`config.mk`:
```
export PLATFORM = sky130hd
export DESIGN_NAME = fifo_rd_ctrl
export DESIGN_NICKNAME = d
export VERILOG_FILES = /design/src/rtl/fifo_rd_ctrl_pkg.sv /design/src/rtl/fifo_rd_skid_buf.sv /design/src/rtl/fifo_rd_ctrl.sv
export SDC_FILE = /design/constraint.sdc
export NUM_CORES = 1
export LEC_CHECK = 0
export BUFFER_PORTS_ARGS = -buffer_cell sky130_fd_sc_hd__buf_2
export CORE_MARGIN = 2
export CORE_UTILIZATION = 50
export DETAILED_ROUTE_END_ITERATION = 16
export GPL_ROUTABILITY_DRIVEN = 0
export GPL_TIMING_DRIVEN = 0
export MAX_ROUTING_LAYER = met4
export PLACE_DENSITY = 0.75
export SLEW_MARGIN = 20
export SYNTH_ARGS = -nofsm -noshare
export SYNTH_HDL_FRONTEND = slang
export SYNTH_SLANG_ARGS = --single-unit
```
`constraint.sdc`:
```
create_clock -name clk -period 3.8 [get_ports clk]
set_input_delay 0.19 -clock clk [delete_from_list [all_inputs] [get_ports clk]]
set_output_delay 0.19 -clock clk [all_outputs]
set_load 0.1 [all_outputs]
```
`src/rtl/fifo_rd_ctrl_pkg.sv`:
```
// fifo_rd_ctrl_pkg: shared FSM state type and sizing constants for the FIFO read-side burst controller
package fifo_rd_ctrl_pkg;
  typedef enum logic [1:0] {IDLE, FETCH, FLUSH} state_t;
  localparam int BUF_DEPTH = 2;
  localparam int STAT_WIDTH = 32;
  localparam int CNT_WIDTH = $clog2(BUF_DEPTH + 1);
endpackage

```
`src/rtl/fifo_rd_skid_buf.sv`:
```
// fifo_rd_skid_buf: 2-entry in-order buffer; ports clk, reset (async high), push/push_data (tail write), pop (head release), head (oldest entry), count (occupancy)
module fifo_rd_skid_buf
  import fifo_rd_ctrl_pkg::*;
#(
  parameter int W = 33
) (
  input  logic                 clk,
  input  logic                 reset,
  input  logic                 push,
  input  logic [W-1:0]         push_data,
  input  logic                 pop,
  output logic [W-1:0]         head,
  output logic [CNT_WIDTH-1:0] count
);
  logic [W-1:0] tail;
  logic [CNT_WIDTH-1:0] wr_idx;
  assign wr_idx = count - CNT_WIDTH'(pop);
  always_ff @(posedge clk or posedge reset) begin
    if (reset) begin
      head  <= '0;
      tail  <= '0;
      count <= '0;
    end else begin
      head  <= push && wr_idx == 0 ? push_data : pop ? tail : head;
      tail  <= push && wr_idx == 1 ? push_data : tail;
      count <= count + CNT_WIDTH'(push) - CNT_WIDTH'(pop);
    end
  end
endmodule

```
`src/rtl/fifo_rd_ctrl.sv`:
```
// fifo_rd_ctrl: pops burst_len words from a FIFO read port into a valid/ready stream; ports clk, reset (async high), start/burst_len/busy/done (command), fifo_empty/fifo_almost_empty/fifo_data/rd_en (FIFO read port), m_valid/m_ready/m_data/m_last (stream); FIFO_RD_CTRL_STATS_EN adds pop_count/stall_cycles
module fifo_rd_ctrl
  import fifo_rd_ctrl_pkg::*;
#(
  parameter int DATA_WIDTH = 32,
  parameter int LEN_WIDTH  = 8
) (
  input  logic                  clk,
  input  logic                  reset,
  input  logic                  start,
  input  logic [LEN_WIDTH-1:0]  burst_len,
  output logic                  busy,
  output logic                  done,
  input  logic                  fifo_empty,
  input  logic                  fifo_almost_empty,
  input  logic [DATA_WIDTH-1:0] fifo_data,
  output logic                  rd_en,
  output logic                  m_valid,
  input  logic                  m_ready,
  output logic [DATA_WIDTH-1:0] m_data,
  output logic                  m_last
`ifdef FIFO_RD_CTRL_STATS_EN
  ,
  output logic [STAT_WIDTH-1:0] pop_count,
  output logic [STAT_WIDTH-1:0] stall_cycles
`endif
);
  state_t state, state_nxt;
  logic [LEN_WIDTH-1:0] remaining;
  logic [CNT_WIDTH-1:0] buf_count;
  logic [DATA_WIDTH:0] head;
  logic pop, last_pop, accept;
  assign pop = m_valid && m_ready;
  assign {m_last, m_data} = head;
  assign m_valid = buf_count != 0;
  assign busy = state != IDLE;
  assign last_pop = remaining == LEN_WIDTH'(1);
  assign accept = state == IDLE && start && burst_len != 0;
  always_comb begin
    rd_en = state == FETCH && !fifo_empty && !fifo_almost_empty && buf_count < CNT_WIDTH'(BUF_DEPTH);
    state_nxt = accept ? FETCH
      : state == FETCH && rd_en && last_pop ? FLUSH
      : state == FLUSH && pop && m_last ? IDLE
      : state;
  end
  always_ff @(posedge clk or posedge reset) begin
    if (reset) begin
      state     <= IDLE;
      remaining <= '0;
      done      <= 1'b0;
    end else begin
      state     <= state_nxt;
      remaining <= accept ? burst_len : rd_en ? remaining - LEN_WIDTH'(1) : remaining;
      done      <= state == FLUSH && pop && m_last;
    end
  end
  fifo_rd_skid_buf #(.W(DATA_WIDTH + 1)) u_buf (
    .clk       (clk),
    .reset     (reset),
    .push      (rd_en),
    .push_data ({last_pop, fifo_data}),
    .pop       (pop),
    .head      (head),
    .count     (buf_count)
  );
`ifdef FIFO_RD_CTRL_STATS_EN
  always_ff @(posedge clk or posedge reset) begin
    if (reset) begin
      pop_count    <= '0;
      stall_cycles <= '0;
    end else begin
      pop_count    <= pop_count + STAT_WIDTH'(rd_en && !(&pop_count));
      stall_cycles <= stall_cycles + STAT_WIDTH'(m_valid && !m_ready && !(&stall_cycles));
    end
  end
`endif
endmodule
```
# After elaboration in Yosys (flattened, before gate mapping)
# Cells that the tools add are included.
# word_totals
latchBits	0
wordCells	44
mem_bits_rw	0
output_inout_bits	37
in_bits	46
memories	0
mem_bits_ro	0
reg_bits	79
# classes
magnitude_cmp	1
div_mod_pow	0
add_sub_neg	4
mul	0
shift	0
bitwise_logic	0
n_reduce_logical	22
eq_ne	4
n_mux	7
# ops
cell	count
33-bit two-way mux	2
8-bit two-way mux	2
1-bit logical AND	12
8-bit by 1-bit equality test with 1-bit output (second input constant)	1
2-bit nonzero test	4
8-bit nonzero test	1
8-bit by 1-bit subtractor with 8-bit output (second input constant)	1
2-bit two-way mux	3
2-bit by 1-bit equality test with 1-bit output (second input constant)	2
2-bit logical NOT	2
2-bit by 1-bit subtractor with 2-bit output	2
3-bit nonzero test	1
2-bit by 1-bit adder with 2-bit output	1
2-bit equality test (second input constant)	1
1-bit logical NOT	2
2-bit < comparator (second input constant)	1

# Logic depth before layout (Yosys ltp)
# logic_depth
ltp_word	8
depth_mapped	11
ltp_nobuf	8

# By module
# Synthesis repeated with hierarchy kept, for this count alone.
# unflattened
cells_unflattened	258
area_unflattened_um2	3799.9
# by_module_without_submodules
module	area_each_um2	cells_per_inst	n_inst	seq_area_each_um2
fifo_rd_skid_buf	3109.2	187	1	1701.6
fifo_rd_ctrl	690.7	71	1	275.3

# Worst setup path after synthesis
# No wires, ideal clock.
# synth_timing
path_kind	register -> register
startpoint	register u_buf.count[1]
endpoint	register u_buf.head[32]
n_path_buf	3
setup_time_ps	126
slack_ps	687
t_arrival_ps	2987
path_stages_with_launch	12
t_required_ps	3674
cell_sequence	dfrtp_1 -> or2_2 -> nand2_1 -> clkinv_1 -> clkbuf_1 -> ha_1 -> xnor2_1 -> or4b_1 -> buf_2 -> buf_2 -> nor2_1 -> a21oi_1
# synth_between
elab_chain_cells	6
elab_cells_between_ends	9
# synth_lines
item	line	text
from (decl)	fifo_rd_skid_buf.sv:13	output logic [CNT_WIDTH-1:0] count
from (signal assigned)	fifo_rd_skid_buf.sv:26	count <= count + CNT_WIDTH'(push) - CNT_WIDTH'(pop);
2-bit nonzero test *	fifo_rd_ctrl.sv:35	assign m_valid = buf_count != 0;
via m_valid	fifo_rd_ctrl.sv:18	output logic m_valid,
1-bit logical AND *	fifo_rd_ctrl.sv:33	assign pop = m_valid && m_ready;
2-bit by 1-bit subtractor with 2-bit output	fifo_rd_skid_buf.sv:17	assign wr_idx = count - CNT_WIDTH'(pop);
2-bit logical NOT	fifo_rd_skid_buf.sv:24	head <= push && wr_idx == 0 ? push_data : pop ? tail : head;
1-bit logical AND	fifo_rd_skid_buf.sv:24	
33-bit two-way mux or 2-bit nonzero test (tied branches)	--	
to (signal assigned)	fifo_rd_skid_buf.sv:24	
to (decl)	fifo_rd_skid_buf.sv:12	output logic [W-1:0] head,
# The timed path passes the listed nets; every way through them passes the cells marked *.
# A chain may end at the register's enable or synchronous reset.

# Worst setup path in the final report
# layout_timing
startpoint	register u_buf.count[1]
endpoint	register u_buf.head[5]
# layout_between
elab_chain_cells	6
elab_cells_between_ends	9
# layout_lines
item	line
2-bit nonzero test	fifo_rd_ctrl.sv:35
1-bit logical AND	fifo_rd_ctrl.sv:33
2-bit by 1-bit subtractor with 2-bit output	fifo_rd_skid_buf.sv:17
2-bit logical NOT	fifo_rd_skid_buf.sv:24
1-bit logical AND	fifo_rd_skid_buf.sv:24
33-bit two-way mux or 2-bit nonzero test (tied branches)	--
# Several ways; a longest one is shown, not always the timed one.

==> summary.md <==
| Metric | Value |
|---|---|
| Post-synthesis simple-gate area fraction | `16.10%` |
| Top_reg_cell synth | `dfrtp_1` |
| Cell count of the worst hold path | `3` |
| Reg-to-reg slack, setup | `330 ps` |
| Row count | `31` |
| Register area share after synthesis | `54.13%` |
| Worst clock skew | `9.525 ps` |
| Post-DR vias/cell | `5.303` |
| Hold Crit Endpoint | `remaining[5]` |
| Most common cell after layout, fill and taps aside | `buf_2` |
| Complex-gate fraction of the synthesized area | `9.215%` |
| Crit. End Element | `flop` |
| Root buf cell | `clkbuf_8` |
| CTS buffer count | `9` |
| Area of the multi-input gates | `1494 um2` |
| Overflow after GRT | `0` |
| Largest net degree at the start of global routing | `52` |
| WS Path Type | `reg -> reg` |
| Mux contribution to synthesized area | `13.26%` |
| CTS tree | `done` |
| Launch point of the worst reg-to-reg path | `u_buf.count[1]` |
| Highest fanout seen on the critical path | `10` |
| Setup violators final | `0` |
| Dpl hpwl | `5583 um` |
| Gr busiest metal | `met2` |
| Gate Count Post-Synth | `329` |
| Critical Path Max Stage Delay | `550 ps` |
| Syn_nets | `379` |
| CP startpoint kind | `flop` |
| Maxcap violations | `0` |
| FF-to-FF path depth | `11` |
| Final Hold Fails | `0` |
| Reg-to-reg endpoint | `u_buf.head[5]` |
| Via count of the first global-routing pass | `2679` |
| WL per Instance | `15.35 um` |
| M2 GR Usage | `32.93%` |
| Final wirelength | `8103 um` |
| Hold Path Class | `in -> reg` |
| Setup_tns | `0 ps` |
| Initial DRC count | `168` |
| Post-synth EDFFs | `0` |
| Worst path cell trace | `or2_2 -> nand2_1 -> clkinv_1 -> clkbuf_1 -> ha_1 -> xnor2_1 -> or4b_1 -> buf_2 -> buf_2 -> nor2_1 -> a31oi_1` |
| Drt first pass iters | `4` |
| Number of H-tree levels | `3` |
| Met1 global-route usage | `28.87%` |
| Hold Path Origin | `burst_len[5]` |
| Post-synthesis cell type count | `38` |
| Area share of fa/ha/maj cells after synthesis | `1.370%` |
| Final-report max-slew violation count | `0` |
| Via count | `2800` |
| Req. time, crit path | `4020 ps` |
| Layout cells sized above 1 | `34.97%` |
| DRC errors left | `0` |
| # clock sinks | `79` |
| Unrepaired setup endpoints after global routing | `no` |
| Crit path arrival time | `3700 ps` |
| Synthesis Warnings | `0` |
| Die ar. | `8004 um2` |
| Width of the die | `89.47 um` |
| Clock Latency Late Sink | `350 ps` |
| DRT antenna net count | `0` |
| Post-layout min period | `3472 ps` |
| Final net count | `474` |
| Final worst-path cycle share | `91.38%` |
| Asr flop ratio synth | `100.0%` |
| CP startpoint | `u_buf.count[1]` |
| Worst path most repeated cell | `buf_2` |
| Post-Syn Area | `3652 um2` |
| Antenna violations before repair | `0` |
| Avg Cell Area, Syn | `11.10 um2` |
| CTS Buffer Depth | `2` |
| Rel. slew slack | `62.19%` |
| Register bit total from synthesis | `79` |
| Die Y | `89.47 um` |
| Fmax | `288.0 MHz` |
| Slowest cell on crit path | `or4b_1` |
| Post-CTS Resized | `0` |
| Sequential Area | `1977 um2` |
| Tot GR Track Use | `21.70%` |
| Port bufs | `82` |
| Commonest cells after routing, fill and taps aside | `buf_2, dfrtp_1, nand2_1, nor2_1, a31oi_1` |
| Layout area overhead | `20.62%` |
| Status | `finished clean` |
| Wire length of the first global-routing pass | `12800 um` |
| Clock-pin slew on the worst setup and hold paths | `90 ps` |
| Largest family of logic cells by synthesized area | `simple AND/OR/NAND/NOR gates` |
| Routing usage on met3 | `5.910%` |
| I/O pins | `83` |
| Worst-Margin Slew | `559.2 ps` |
| CORE AREA | `7176 um2` |
| Antenna Diode Count | `0` |
| Initial Utilization | `50.90%` |
| Fill cell count | `593` |
| XOR/XNOR Fraction of Synth Area | `0.9592%` |
## worst max-delay path, delay by kind of cell (launching register included)
family / cells / cell delay, ps
xor+xnor: 1 / 260
buf+inv: 4 / 1060
simple gates: 4 / 1260
flops: 1 / 410
compound gates: 1 / 60
fa+ha+maj: 1 / 270
## worst max path at each step
stage	to	slack, ps
floorplan	u_buf.head[32]	690
global placement	u_buf.head[32]	430
detailed placement	u_buf.head[5]	350
CTS	u_buf.head[5]	320
global route	u_buf.head[32]	60
finish	u_buf.head[5]	330
## per-layer routing
metal  part of all wire, %  vias to the layer above
met5                     0                        -
met4                  0.93                        0
met3                   6.1                        9
met2                    46                       94
met1                    47                     1370
li1                      -                     1327
## Yosys cell counts, types with 2 or more instances
cell      instances  area, um2
xnor2_1           4      35.03
buf_2             5      25.02
ha_1              4      50.05
clkbuf_1          8      30.03
buf_12            4      80.08
a21oi_1           2      10.01
or2_2             2      12.51
a21o_1            3      22.52
mux2_2            3      33.78
nor2_1           39      146.4
mux2_4           30      450.4
inv_1             6      22.52
nor4b_1           4      35.03
a221o_1           4      40.04
o21ai_0           2      10.01
dfrtp_1          79       1977
nand2_1          73      274.0
nor4_1            3      18.77
o31ai_1           2      15.01
o211ai_1          2      15.01
or4_1             2      15.01
a31oi_1          32      200.2
## sequential cells by signal, summed over array words and instances (netlist names)
register and flops:
state 2, done 1, u_buf.count 2, u_buf.head 33
u_buf.tail 33, remaining 8
## cell type report
type                            instances  share of cell area (%)
Sequential cell                        79                   44.87
Multi-Input combinational cell        224                   33.91
Timing Repair Buffer                   84                   10.17
Buffer                                 18                   3.323
Clock buffer                            9                   2.812
Tap cell                               99                   2.812
Clock inverter                          7                   1.250
Inverter                                8                  0.8520
## cell families (layout without fill, tap and decap cells)
kind of cell / count (synthesis) / in the layout
flip-flops: 79 / 79
AO/OA/AOI/OAI: 50 / 50
multiplexers: 33 / 33
buffers and inverters: 26 / 126
XOR/XNOR: 4 / 4
AND/OR/NAND/NOR: 133 / 133
adder cells (fa/ha/maj): 4 / 4
## per-stage QoR
stage / area (um2) / worst slack (ps) / hold slack (ps) / utilization (%) / cells
final: 4405 / 327.7 / 73.78 / 61.39 / 528
after detailed placement: 4217 / 354.4 / 222.3 / 58.76 / 511
after global routing: 4405 / 62.76 / 54.15 / 61.39 / 528
after global placement: 4187 / 426.7 / 419.6 / 58.34 / 510
after CTS: 4405 / 324.1 / 57.04 / 61.39 / 528
after floorplan: 3652 / 686.9 / 306.8 / - / 329
## timing repair
action	in CTS	in global routing
endpoints found under the hold margin	28	0
hold buffers	1	0
buffers inserted	0	0
Power is left out: the tool's default activity adds up to more than one toggle a clock period on the data nets, which glitch-free logic cannot reach.
